$ cat src/rtl/bcd_pkg.sv
// Shared types and constants for the sequential binary-to-BCD converter.
package bcd_pkg;

   typedef enum logic [1:0] {
      IDLE  = 2'd0,
      SHIFT = 2'd1,
      DONE  = 2'd2
   } state_t;

   localparam int          BCD_W       = 4;
   localparam logic [3:0]  ADD3_THRESH = 4'd5;

   // ceil(n * log10(2)) in fixed point; lets instantiators size DIGITS for an N-bit input.
   function automatic int digits_for_bits(input int n);
      return (n * 30103 + 99999) / 100000;
   endfunction

endpackage

$ cat src/rtl/bcd_digit_adj.sv
// Double-dabble digit correction: a digit of 5 or more gets +3 ahead of the next shift.
module bcd_digit_adj
   import bcd_pkg::*;
(
   input  logic [BCD_W-1:0] din,
   output logic [BCD_W-1:0] dout
);

   always_comb begin
      dout = din;
      if (din >= ADD3_THRESH) begin
         dout = din + BCD_W'(3);
      end
   end

endmodule

$ cat src/rtl/binary_to_decimal_seq.sv
// Bit-serial binary-to-BCD converter with valid/ready handshakes, optional signed input,
// sticky overflow flag and a leading-zero blanking mask.
module binary_to_decimal_seq
   import bcd_pkg::*;
#(
   parameter int N      = 20,
   parameter int DIGITS = 7,
   parameter bit SIGNED = 1'b0
) (
   input  logic                    clk,
   input  logic                    rst_n,
   input  logic                    in_valid,
   output logic                    in_ready,
   input  logic [N-1:0]            in_data,
   output logic                    out_valid,
   input  logic                    out_ready,
   output logic [BCD_W*DIGITS-1:0] bcd,
   output logic                    neg,
   output logic                    ovf,
   output logic [DIGITS-1:0]       blank
);

   localparam int CNT_W = $clog2(N + 1);
   localparam int BW    = BCD_W * DIGITS;

   state_t           state_q, state_d;
   logic [CNT_W-1:0] cnt_q, cnt_d;
   logic [N-1:0]     mag_q, mag_d;
   logic [BW-1:0]    bcd_q, bcd_d;
   logic             neg_q, neg_d;
   logic             ovf_q, ovf_d;
   logic [BW-1:0]    adj;
   logic [N-1:0]     in_mag;
   logic             in_is_neg;
   logic             zero_run;

   for (genvar g = 0; g < DIGITS; g++) begin : g_adj
      bcd_digit_adj u_adj (
         .din  (bcd_q[g*BCD_W +: BCD_W]),
         .dout (adj[g*BCD_W +: BCD_W])
      );
   end

   // Negating as N-bit unsigned maps the most negative value onto 2^(N-1).
   assign in_is_neg = SIGNED && in_data[N-1];
   assign in_mag    = in_is_neg ? (-in_data) : in_data;

   always_comb begin
      state_d   = state_q;
      cnt_d     = cnt_q;
      mag_d     = mag_q;
      bcd_d     = bcd_q;
      neg_d     = neg_q;
      ovf_d     = ovf_q;
      in_ready  = 1'b0;
      out_valid = 1'b0;
      case (state_q)
         IDLE: begin
            in_ready = 1'b1;
            if (in_valid) begin
               mag_d   = in_mag;
               bcd_d   = '0;
               ovf_d   = 1'b0;
               neg_d   = in_is_neg;
               cnt_d   = CNT_W'(N);
               state_d = SHIFT;
            end
         end
         SHIFT: begin
            // A one leaving the top digit means the value needs more digits than we have.
            bcd_d = {adj[BW-2:0], mag_q[N-1]};
            mag_d = {mag_q[N-2:0], 1'b0};
            ovf_d = ovf_q | adj[BW-1];
            cnt_d = cnt_q - CNT_W'(1);
            if (cnt_q == CNT_W'(1)) begin
               state_d = DONE;
            end
         end
         DONE: begin
            out_valid = 1'b1;
            if (out_ready) begin
               state_d = IDLE;
            end
         end
         default: state_d = IDLE;
      endcase
   end

   always_ff @(posedge clk) begin
      if (!rst_n) begin
         state_q <= IDLE;
         cnt_q   <= '0;
         mag_q   <= '0;
         bcd_q   <= '0;
         neg_q   <= 1'b0;
         ovf_q   <= 1'b0;
      end else begin
         state_q <= state_d;
         cnt_q   <= cnt_d;
         mag_q   <= mag_d;
         bcd_q   <= bcd_d;
         neg_q   <= neg_d;
         ovf_q   <= ovf_d;
      end
   end

   // Walk down from the top digit; digit 0 is never blanked so zero still shows "0".
   always_comb begin
      blank    = '0;
      zero_run = 1'b1;
      for (int i = DIGITS - 1; i >= 0; i--) begin
         zero_run = zero_run && (bcd_q[i*BCD_W +: BCD_W] == '0);
         blank[i] = zero_run && (i != 0);
      end
   end

   assign bcd = bcd_q;
   assign neg = neg_q;
   assign ovf = ovf_q;

endmodule
$ cat config.mk
export PLATFORM = sky130hd
export DESIGN_NAME = binary_to_decimal_seq
export DESIGN_NICKNAME = d
export VERILOG_FILES = /design/src/rtl/bcd_pkg.sv /design/src/rtl/bcd_digit_adj.sv /design/src/rtl/binary_to_decimal_seq.sv
export SDC_FILE = /design/constraint.sdc
export NUM_CORES = 1
export LEC_CHECK = 0
export CAP_MARGIN = 5
export CORE_MARGIN = 1
export CORE_UTILIZATION = 49
export CTS_BUF_LIST = sky130_fd_sc_hd__clkbuf_2 sky130_fd_sc_hd__clkbuf_4 sky130_fd_sc_hd__clkbuf_8
export CTS_CLUSTER_SIZE = 8
export DETAILED_ROUTE_END_ITERATION = 7
export MAX_ROUTING_LAYER = met4
export PLACE_DENSITY = 0.77
export SLEW_MARGIN = 30
export SYNTH_ARGS = -nofsm -noshare
export SYNTH_HDL_FRONTEND = slang
export SYNTH_SLANG_ARGS = --single-unit
$ cat constraint.sdc
create_clock -name clk -period 1.5 [get_ports clk]
set_input_delay 0.3 -clock clk [delete_from_list [all_inputs] [get_ports clk]]
set_output_delay 0.3 -clock clk [all_outputs]
set_load 0.01 [all_outputs]
# Yosys cells after proc, flatten, opt, wreduce, memory -nomap -nowiden
# Index checks and enable logic that the tools add are counted.
word_totals:
  regBits: 56
  inputBits: 24
  word_cells: 63
classes:
  n_addsub: 8
  order_cmp: 7
  eq_ne: 6
  mux: 21
  n_bitwise: 1
  n_reduce_logical: 15
ops:
  columns: ["op", "count"]
  rows:
  - ["$pmux W28 S2", 1]
  - ["$pmux W20 S2", 1]
  - ["$add A4 B2 Y4 const B", 7]
  - ["$ge A4 B3 Y1 const B", 7]
  - ["$mux W28", 1]
  - ["$mux W4", 7]
  - ["$logic_not A4 Y1", 6]
  - ["$mux W20", 1]
  - ["$pmux W5 S2", 1]
  - ["$mux W2", 3]
  - ["$ne A2 B2 Y1 const B", 3]
  - ["$pmux W2 S3", 1]
  - ["$eq A5 B1 Y1 const B", 1]
  - ["$logic_and A1 B1 Y1", 5]
  - ["$mux W5", 1]
  - ["$sub A5 B1 Y5 const B", 1]
  - ["$mux W1", 3]
  - ["$reduce_and A3 Y1", 1]
  - ["$eq A2 B1 Y1 const B", 1]
  - ["$eq A2 B2 Y1 const B", 1]
  - ["$logic_not A2 Y1", 1]
  - ["$pmux W1 S2", 1]
  - ["$reduce_and A2 Y1", 1]
  - ["$reduce_bool A2 Y1", 1]
  - ["$or A1 B1 Y1", 1]

# Longest topological paths before layout
# Gate-level depths: netlist of run 1.
logic_depth:
  depth_word: 6
  ltp_mapped: 6

# Modules after synthesis
# A second synthesis of run 1 with hierarchy kept.
unflattened:
  hier_cells: 379
  hier_area_um2: 3251.9
modules_own_cells:
  columns: ["module", "n_inst", "cells_per_inst", "area_each_um2", "seq_area_each_um2"]
  rows:
  - ["binary_to_decimal_seq", 1, 267, 2542.4, 1121.1]
  - ["bcd_digit_adj", 7, 16, 101.3, 0.0]

# Least setup slack after synthesis of run 1
# No wires, ideal clock.
synth_path:
  path_type: "register to output"
  from: "register bcd_q[24], in the netlist bcd[24]"
  to: "output port blank[1]"
  t_arrival_ps: 1469
  required_ps: 1200
  setup_slack_ps: -269
  stages_incl_launch_ff: 6
  path_cell_list: "dfxtp_1 > inv_1 > ha_1 > nor3b_2 > nand4_1 > nor3_1"
synth_between:
  elab_chain_len: 6
synth_lines:
  columns: ["element", "line_no", "rtl"]
  rows:
  - ["start, declared", "binary_to_decimal_seq.sv:29", "logic [BW-1:0] bcd_q, bcd_d;"]
  - ["start signal, assigned", "binary_to_decimal_seq.sv:94", "bcd_q <= '0;"]
  - ["start signal, assigned", "binary_to_decimal_seq.sv:101", "bcd_q <= bcd_d;"]
  - ["$logic_not A4 Y1", "binary_to_decimal_seq.sv:112", "zero_run = zero_run && (bcd_q[i*BCD_W +: BCD_W] == '0);"]
  - ["net blank[6]", "binary_to_decimal_seq.sv:20", "output logic [DIGITS-1:0] blank"]
  - ["$logic_and A1 B1 Y1 (5 in series)", "binary_to_decimal_seq.sv:112", null]
  - ["end, declared", "binary_to_decimal_seq.sv:20", null]
# The timed path passes the listed nets, and every way through them passes these cells.

# Worst setup path after layout of run 1
layout_path:
  from: "register bcd_q[25], in the netlist bcd[25]"
  to: "output port blank[1]"
layout_between:
  elab_chain_len: 6
layout_lines:
  columns: ["element", "line_no"]
  rows:
  - ["$logic_not A4 Y1", "binary_to_decimal_seq.sv:112"]
  - ["$logic_and A1 B1 Y1 (5 in series)", "binary_to_decimal_seq.sv:112"]
# No other way between the ends.

==> results, run 1 <==
- The synthesized design spends more area on one cell type than any other, namely dfxtp_1.
- Based on the critical path, the design can be clocked at up to ~490 MHz.
- The later pin in the worst-skew pair is clocked with a latency of slightly above 0.3 ns.
- The flow ran to the end, but the final reports show violations.
- The global-route track usage on met3 is 3.34%.
- The core outline area is 6460 um2.
- The worst hold slack is approximately 0.5 ns.
- met2 is the most crowded layer.
- Once detail routing completed, the nets flagged for antenna violations numbered 0.
- Headroom to the max-slew limit came out at approximately two thirds.
- After floorplanning, the core was divided into 29 placement rows.
- The met2 track demand over resource in global routing is between 40% and 50%.
- Fill cells in the final layout number approximately 510.
- For this configuration, the core starts out at a cell density of about 50%.
- The number of global-route vias before repair was approximately 3200.
- The floorplan step defined a die boundary enclosing 7110 um2.
- The most frequent standard cell in the layout excluding fill and tap cells is buf_4.
- The leakage power summed over all cells is between 1.5 and 2 nW.
- The kind of path behind the tightest hold check is reg2reg.
- In the routed design, unresolved DRC markers number 3.
- The count of endpoints failing hold in the final timing report came to 0.
- The total overflow left after global routing is 0.
- The deepest clock path buffer count is 2.
- The final reports fail on DRC, setup timing.
- Sequential elements use 33.8% of the synthesized area.
- The diode insertion count for antenna repair is 0.
- In the final routed layout, each cell accounts on average for approximately 17 um.
- TritonCTS built the clock tree.
- The depth of the most critical reg-to-reg path is 6.
- After clock tree synthesis, the clock-pin slew on the worst setup and hold paths is around 0.1 ns.
- Port buffering added 60 buffers.
- The number of setup violations in the final report is 6.
- The worst hold path was traced through 2 stages.
- Following the worst setup path forward leads to its endpoint at blank[1].
- The smallest clock period supported by the final layout is computed as roughly 2.0 ns.
- The top cell type by area accounts for around 34% of the synthesized area.
- The I/O pin total is 63.
- The clock tree synthesis step divided the H-tree into 2 levels.
- The number of antenna violations at the first check in global routing came to 0.
- After layout, the design draws a total of about 0.0032 W.
- Power spread over the standard cell area amounts to about 700 nW/um2.
- For the final routed database, the setup TNS stands at -2.11 ns.
- The worst setup path is captured at an output port.
- From synthesis to final layout, the design area changed by 38.1%.
- The detailed router's first-iteration violation count is roughly 230.
- Detailed placement ended at an HPWL of between 6 and 7 mm.
- From bottom edge to top edge, the die measures ~84 um.
- The worst setup path is launched from a flip-flop.
- For this block, the via count after detailed routing is around 3300.
- The worst register-to-register path ends at bcd[14].
- Entering global routing, the biggest net connects 52 pins.
- Cells with a size suffix above 1 make up 30.4% of the layout.
- Across the run, the number of max-cap violations was 0.
- Sorting the synthesized cells by area gives the leading types as dfxtp_1 (34%), ha_1 (7.9%), o221a_2 (5.8%).
- In this run the most critical hold path is launched from ovf.
- The startpoint of the most critical setup path is bcd[25].
- The worst path uses 136% of the clock period.
- In the global route stage, met1 resource usage came out at between 30% and 40%.
- The pre-antenna-repair detailed-routing pass consisted of 7 iterations.
- Setup repair after global routing could not meet its margin everywhere.
- The number of buffers created by CTS is 5.
- The sink count of the clock tree is 56.
- The slew at the pin closest to its max-slew limit is around 0.53 ns.
- The setup check on the worst reg-to-reg path leaves a slack of 0.05 ns.
- The synthesized instance count is roughly 380.
- Between clock sinks in the finished design, the worst skew comes to 0.00659 ns.
- The total global-route track usage is between 20% and 30%.
- The routed design has just over 9 mm of wire.
- The net total in the final layout is about 530.
- The classification of the worst setup path is reg2out.
- The library cells used most frequently in the layout, excluding fill and tap cells, are buf_4 (59), dfxtp_1 (42), a21oi_1 (35), nand3_1 (35), dlygate4sd2_1 (29).
- The number of slew-limit violations in the final report came to 0.
- Of all nets on the critical path, the largest fanout is 3.
- The count of distinct cell types in the synthesized netlist is between 40 and 50.
- Synthesis inferred between 50 and 60 register bits.
- The largest vdd supply drop is about 0.46 mV.
- The setup slack of the critical path after layout is -0.545 ns.
- The required time at the endpoint of the critical path is around 1.2 ns.
- The worst path arrival time is between 1.5 and 2 ns.
- In this run the critical register-to-register path is launched from bcd[13].
- In the routed layout, each cell is associated on average with a via count of around 6.
- For this run, the number of Yosys warnings is 0.
- After synthesis the cells add up to between 3000 and 4000 um2.
- The root buffer cell is clkbuf_8.
- The global-route wire length before repair is 15.1 mm.
- The congestion estimate from routability-driven global placement came to about 0.84.
- The average instance in the mapped netlist occupies slightly below 9 um2.
- The floorplan step set the die width to 84.3 um.
==> metal layers <==
layer	wire length, um	vias to the layer above
li1	-	1594
met1	4180	1613
met2	4460	125
met3	485	14
met4	131	0
met5	0	-
==> cell families (layout without fill, tap and decap cells) <==
family	count (synthesis)	in the layout	share of synthesized area, %
compound gates	116	116	27.0
xor+xnor	6	6	1.58
fa+ha+maj	21	21	7.91
buf+inv	57	153	8.40
flops	56	56	33.8
other cells	1	2	0.113
simple gates	125	127	21.3
==> Yosys cell counts (all sizes together) <==
master / number
dfxtp: 56
a21oi: 35
nand3: 35
buf: 28
nor2: 27
inv: 22
ha: 21
nor2b: 20
o221a: 19
o211ai: 15
a2111o: 14
o21ai: 13
nand2b: 8
nor4b: 8
or2: 8
clkbuf: 7
o31ai: 7
nor3b: 6
xor2: 6
nand2: 5
a22oi: 3
nor3: 3
o31a: 3
a211o: 1
a21boi: 1
a2bb2oi: 1
and2: 1
and3: 1
conb: 1
nand3b: 1
nand4: 1
nor4: 1
o21a: 1
o21ba: 1
o21bai: 1
o32ai: 1
==> state kept, by name, indices dropped and copies added, names as in the netlist <==
register	count
state_q	2
mag_q	20
cnt_q	5
bcd	28
ovf	1
==> layout make-up <==
| class | instances | area [um2] | area share [%] |
|---|---|---|---|
| inverter | 22 | 87.6 | 1.91 |
| timing repair buffer | 123 | 1070 | 23.3 |
| clock buffer | 5 | 68.8 | 1.50 |
| tap | 77 | 96.3 | 2.10 |
| multi-input combinational | 272 | 2080 | 45.4 |
| sequential | 56 | 1140 | 24.9 |
| clock inverter | 3 | 41.3 | 0.900 |
==> worst min path at each step <==
| stage | endpoint | slack (ns) |
|---|---|---|
| 2_1_floorplan | mag_q[0] | 0.45 |
| 3_3_place_gp | ovf | 0.47 |
| 3_5_place_dp | ovf | 0.47 |
| 4_1_cts | ovf | 0.49 |
| 5_1_grt | ovf | 0.52 |
| 6_report | ovf | 0.49 |
==> critical path, cell delays in order, from the launching register on <==
cell and delay (ns):
dfxtp_4 0.36, inv_4 0.06, ha_4 0.12, nor3b_4 0.22, nand4_1 0.22, buf_4 0.21
nor3_4 0.10, buf_2 0.15
==> per-stage QoR <==
step / setup WS (ns) / instances / area, um2 / util (%)
CTS: -0.544 / 558 / 4500 / 69.7
floorplan: -0.00249 / 383 / 3370 / -
global placement: -0.533 / 544 / 4340 / 67.3
finish: -0.545 / 558 / 4590 / 71.0
detailed placement: -0.577 / 544 / 4340 / 67.3
global route: -0.670 / 558 / 4590 / 71.0
==> timing repair <==
action / CTS / global route
gates cloned: 2 / 0
pin swaps: 4 / 7
endpoints found under the setup margin: 44 / 26
hold buffers: 0 / 0
buffers inserted: 4 / 2
gates resized for setup: 70 / 21
==> power breakdown <==
part	switching, W	total [W]	internal, W
Clock	0.000514	0.00101	0.000497
Sequential	0.0000507	0.00161	0.00156
Combinational	0.000298	0.000590	0.000291
Total	0.000863	0.00321	0.00235
No activity file was read; power rests on OpenSTA's default activity.
==> inputs of run 2 (changes only) <==
--- a/config.mk
+++ b/config.mk
@@ -6,14 +6,16 @@
 export NUM_CORES = 1
 export LEC_CHECK = 0
 export CAP_MARGIN = 5
-export CORE_MARGIN = 1
+export CORE_MARGIN = 2
 export CORE_UTILIZATION = 49
 export CTS_BUF_LIST = sky130_fd_sc_hd__clkbuf_2 sky130_fd_sc_hd__clkbuf_4 sky130_fd_sc_hd__clkbuf_8
 export CTS_CLUSTER_SIZE = 8
 export DETAILED_ROUTE_END_ITERATION = 7
 export MAX_ROUTING_LAYER = met4
 export PLACE_DENSITY = 0.77
+export RECOVER_POWER = 25
 export SLEW_MARGIN = 30
 export SYNTH_ARGS = -nofsm -noshare
 export SYNTH_HDL_FRONTEND = slang
+export SYNTH_HIERARCHICAL = 1
 export SYNTH_SLANG_ARGS = --single-unit
==> run 2 against run 1 <==
First-iteration DRC count decreased by 36%. The flow finishes with violations (setup timing). Largest cell class unchanged. Non-clock buffer count is the same. Worst hold slack improved by 0.059 ns.
==> results, run 2 <==
- The predominant post-synthesis flop cell is dfxtp_1.
- Synthesis inferred 56 register bits.
- The number of standard-cell rows in the floorplan is 29.
- The count of flip-flops with a built-in enable after synthesis is 0.
- Setup repair after global routing could not meet its margin everywhere.
- The highest-delay cell along the critical path is or4_4.
- Clock tree synthesis inserted a total of 5 buffers.
- Counting every instance in the synthesized netlist gives ~380.
- The final reports fail on setup timing.
- The post-synthesis share of cell area spent on full adders, half adders and majority gates is under 10%.
- After synthesis, the share of cell area in mux cells is under 10%.
- The critical path goes through or4_4 -> nor3_2 -> buf_2.
- The routed via count is about 3000.
- The xor-xnor portion of the synthesized cell area is approximately 1.9%.
- Of the available clock period, the critical path in the final layout requires 119%.
- Summing the areas of all compound-gate instances in the mapped netlist gives 23.5% of the synthesized area.
- The first global-routing pass estimated between 10 and 15 mm of wire.
- Max-cap violations in this run came to 0.
- The share of async-settable or async-resettable flops after synthesis is 0%.
- The core outline area is roughly 6400 um2.
- Setup violations remaining at the end of the flow were counted as 9.
- The total of buffers placed on input and output ports is 60.
- The synthesis-to-layout area growth is 44.9%.
- The number of antenna diodes in the final layout is 0.
- The worst hold slack is around 0.54 ns.
- The largest delay contributor family on the critical path is simple AND/OR/NAND/NOR gates.
- The number of vias per cell after detailed routing is roughly 5.4.
- The mapped netlist covers roughly 3300 um2.
- The endpoint type of the worst setup path is an output port.
- The power density normalized to cell area is 620 nW/um2.
- After detailed routing, the total wire length is around 8.0 mm.
- The register with the most flip-flops in the layout has 28 of them.
- The sequential-to-total area share from yosys stat is between 30% and 40%.
- The finished cells cover 4710 um2.
- The final total negative setup slack is -1.29 ns.
- The root buffer cell is clkbuf_8.
- The number of slew-limit violations in the final report came to 0.
- In this run the worst path has a maximum fanout of 2.
- The required time at the endpoint of the critical path is between 1 and 1.5 ns.
- The leakage power summed over all cells is about 2.0 nW.
- The flow ran to the end, but the final reports show violations.
- During synthesis, Yosys emitted a total of 6 warnings.
- In the layout the commonest cells are nor2b_1 (49), buf_4 (49), dfxtp_1 (37).
- The first detailed-routing pass took 4 iterations.
- Summed over all nets, the half-perimeter wirelength after detailed placement is between 5 and 6 mm.
- The post-synthesis simple-gate area fraction is 24.0%.
- The count of nets left with antenna violations once routing finished came out at 0.
- For the final database, setup skew stands at 0.00639 ns.
- The largest area contributor in the synthesized netlist is dfxtp_1.
- The number of global-route vias before repair was 2971.
- The maximum number of pins on one net before global-route repair is 57.
- The top cell type's share of synthesized area is 34.5%.
- The placed instances occupy a cell area of about 4200 um2.
- The initial utilization of the core area, before any placement, comes to between 50% and 60%.
- For the worst setup path, the data arrival time is roughly 1.5 ns.
- The largest incremental delay on the critical path is ~0.53 ns.
- The deepest clock path buffer count is 2.
- Across every metal layer, demand over resource in global routing totals around 22%.
- The total grt overflow is 0.
- After synthesis, the cell types taking the most area are dfxtp_1 (34%), nor2b_1 (9.8%), a22oi_1 (6.9%).
- The critical path is of the reg2out type.
- The routed wirelength normalized by instance count is 14.3 um.
- The kind of path behind the tightest hold check is reg2reg.
- Measured along the x axis, the die boundary spans roughly 85 um.
- Among all cell types in the netlist, the one instantiated most often is dfxtp_1.
- In this run the mean area of a mapped cell was between 8 and 9 um2.
- The final standard cell utilization of the core is approximately 74%.
- TritonCTS built the clock tree.
- The share of cells above drive strength 1 is 34.8%.
- The clock-pin slew of the registers on the worst-case setup and hold paths is roughly 0.090 ns.
- The largest vdd supply drop is approximately 0.46 mV.
- The number of antenna violations at the first check in global routing is 0.
- The detailed router's first-iteration violation count is 150.
- The I/O pin total is 63.
- The number of levels the H-tree was split into is 2.
- The combined buffer and inverter count along the critical path is 1.
- The power consumption is 0.00292 W.
- Once routing completed, OpenROAD measured the worst setup slack at -0.281 ns.
- The number of hold buffers added after CTS was 0.
- The post-route minimum period is 1.78 ns.
- The dominant combinational cell family by area after synthesis is simple AND/OR/NAND/NOR gates.
- The sink count of the clock tree is 56.
- The count of endpoints failing hold in the final timing report was 0.
- The die is around 85 um tall.
- The net total in the final layout is about 520.
- The commonest cells after synthesis are dfxtp_1 (56), nor2b_1 (51), a22oi_1 (30), nand2_1 (29), nor2_1 (28).
- The insertion delay to the later sink of the worst-skew pair is 0.30 ns.
- The routability-driven placement congestion ratio is ~0.8.
- The area of the die is roughly 7300 um2.
- Static timing analysis puts the maximum clock frequency at approximately 560 MHz.
- Yosys mapped the design onto 41 distinct sky130hd cell types.
- After detailed routing, the number of remaining DRC violations is 0.
- STA classifies the critical path startpoint as a flip-flop.
-- run 2: changes by cell type in the layout (fill, tap and decap cells not counted), moves of 8 or more --
cell | before | now
buf_4 | 59 | 49
nor2b_1 | 19 | 49
ha_4 | 2 | 10
nand2_1 | 5 | 28
o211ai_1 | 15 | 0
a22oi_1 | 3 | 30
ha_1 | 16 | 4
a21oi_1 | 35 | 20
a2111o_1 | 14 | 0
buf_6 | 4 | 15
nand3_1 | 35 | 1
-- run 2: cell type report --
type	instances	area, um2
clock buffer	6	76.3
clock inverter	1	5.00
fill	454	1670
inverter	22	108
multi-input combinational	275	2190
sequential	56	1150
tap	77	96.3
timing repair buffer	123	1090
-- run 2: worst register-to-register path, delay by kind of cell (launching register included) --
family                   cells  cell delay, ns
flip-flops                   1            0.37
AO/OA/AOI/OAI                2            0.34
buffers and inverters        3            0.30
AND/OR/NAND/NOR              2            0.21
adder cells (fa/ha/maj)      1            0.16
XOR/XNOR                     1            0.06
-- run 2: cell families after synthesis --
kind of cell	Yosys count
AO/OA/AOI/OAI	100
XOR/XNOR	7
adder cells (fa/ha/maj)	16
buffers and inverters	49
flip-flops	56
multiplexers	8
other	1
AND/OR/NAND/NOR	142
-- run 2: timing repair --
| item | in CTS | in global routing |
|---|---|---|
| buffers inserted | 7 | 10 |
| pin swaps | 14 | 17 |
| resized for setup | 108 | 55 |
| endpoints found under the setup margin | 46 | 30 |
-- run 2: routing by layer --
| metal | part of all wire [%] | GRT usage, % | up-vias |
|---|---|---|---|
| met5 | 0 | - | - |
| met4 | 1.6 | 7.65 | 0 |
| met3 | 2.0 | 3.21 | 11 |
| met2 | 53 | 38.7 | 40 |
| met1 | 44 | 25.9 | 1443 |
| li1 | - | - | 1518 |
-- run 2: final timing paths --
check,start,to,slack [ns],cells after the start
max,bcd[4],blank[1],-0.28,3
min,mag_q[19],bcd[0],0.54,2
max reg2reg,bcd[13],bcd[13],-0.04,9
min reg2reg,mag_q[19],bcd[0],0.54,2
-- run 2: power by group --
group	switching [W]	internal [W]	leakage, nW
Sequential	0.0000482	0.00156	0.467
Combinational	0.000247	0.000273	1.51
Clock	0.000454	0.000337	0.0445
Total	0.000749	0.00217	2.02
-- run 2: through the flow --
step / setup slack, ns / cells
2_1_floorplan: 0.0101 / 380
3_3_place_gp: -0.429 / 538
3_5_place_dp: -0.440 / 538
4_1_cts: -0.281 / 552
5_1_grt: -0.330 / 560
6_report: -0.281 / 560
==> edit: new RTL, settings of run 2 <==
Change the parameter `SIGNED` from 1'b0 to 1'b1.
--- a/src/rtl/binary_to_decimal_seq.sv
+++ b/src/rtl/binary_to_decimal_seq.sv
@@ -6,5 +6,5 @@
    parameter int N      = 20,
    parameter int DIGITS = 7,
-   parameter bit SIGNED = 1'b0
+   parameter bit SIGNED = 1'b1
 ) (
    input  logic                    clk,
Formal check against the unedited RTL: not equivalent (a bounded check fails within 4 cycles, from zero or initial values and one cycle with rst_n low).
==> edit against run 2 <==
The flow still finishes with violations (setup timing); final cell count is 21% higher; maximum frequency is 17% lower; sequential cell count is 1 higher; setup slack worse by 370 ps; total power is 48% higher; clock skew is 2.6 ps higher; design area is 20% higher; synthesized cell count is 15% higher; area after synthesis is 10% higher; wire length is 36% higher; critical path depth is 2 higher; worst hold slack worse by 160 ps; clock power is 120% higher; critical path type unchanged; largest power group is now clock.
==> edit: results (changes against run 2) <==
GR Util met3 -> 0.0572 (+0.0251)
Pre-Repair DR Iteration Count -> 7 (+3)
Skew-Pair Late Insertion Delay -> 350 ps (+50 ps)
Unique masters post-synth -> 57 (+39%)
Clk pin slew, worst setup/hold paths -> 70 ps (-20 ps)
DP Area -> 0.00492 mm² (+18%)
Setup TNS -> -2990 ps (-1700 ps)
Min Hold Slack -> 384 ps (-161 ps)
M2 GR Usage -> 0.472 (+0.0849)
# fillers -> 451 (-0.66%)
Hold Path End -> mag_q[5]
Slack of the critical path -> -655 ps (-374 ps)
Fraction of layout cells with a size suffix above 1 -> 0.359 (+0.0109)
Mean Syn Cell Area -> 8.21 µm² (-4.4%)
Final nets -> 613 (+17%)
First-pass GRT wire length -> 16,300 µm (+25%)
Post-DP HPWL -> 6670 µm (+24%)
H-tree depth -> 3 (+1)
Setup-failing EPs final -> 9 (unchanged)
Outcome -> finished, violations left
Hold Startpoint -> in_data[5]
I/O Buffers -> 61 (+1.7%)
Vias in the first global route -> 3,620 (+22%)
DR vias/cell -> 5.72 (+6.3%)
Failing checks -> setup timing
Compound-Gate Fraction of Synth Area -> 0.228 (-0.00651)
edit: cells by family (layout without fill, tap and decap cells):
| kind of cell | Yosys count | count (layout) |
|---|---|---|
| mux | 10 | 10 |
| other cells | 1 | 1 |
| compound gates | 109 | 109 |
| xor+xnor | 21 | 21 |
| fa+ha+maj | 17 | 17 |
| flops | 57 | 57 |
| simple gates | 174 | 175 |
| buf+inv | 48 | 187 |
edit: area by class of cell:
class / count / area share
multi-input combinational: 333 / 0.481
timing repair buffer: 150 / 0.232
sequential: 57 / 0.206
clock buffer: 10 / 0.0244
tap: 99 / 0.0220
clock inverter: 6 / 0.0186
inverter: 21 / 0.0166
edit: what timing repair did:
item / CTS / global route
endpoints found under the setup margin: 70 / 40
hold endpoints to repair: 0 / 0
setup buffers: 6 / 7
pin swaps: 24 / 27
gates cloned: 1 / 1
gates resized for setup: 128 / 65
edit: per-layer routing:
layer | wire, µm | vias up
met1 | 4380 | 1857
met4 | 242 | 0
met5 | 0 | -
li1 | - | 1825
met3 | 554 | 31
met2 | 5720 | 152
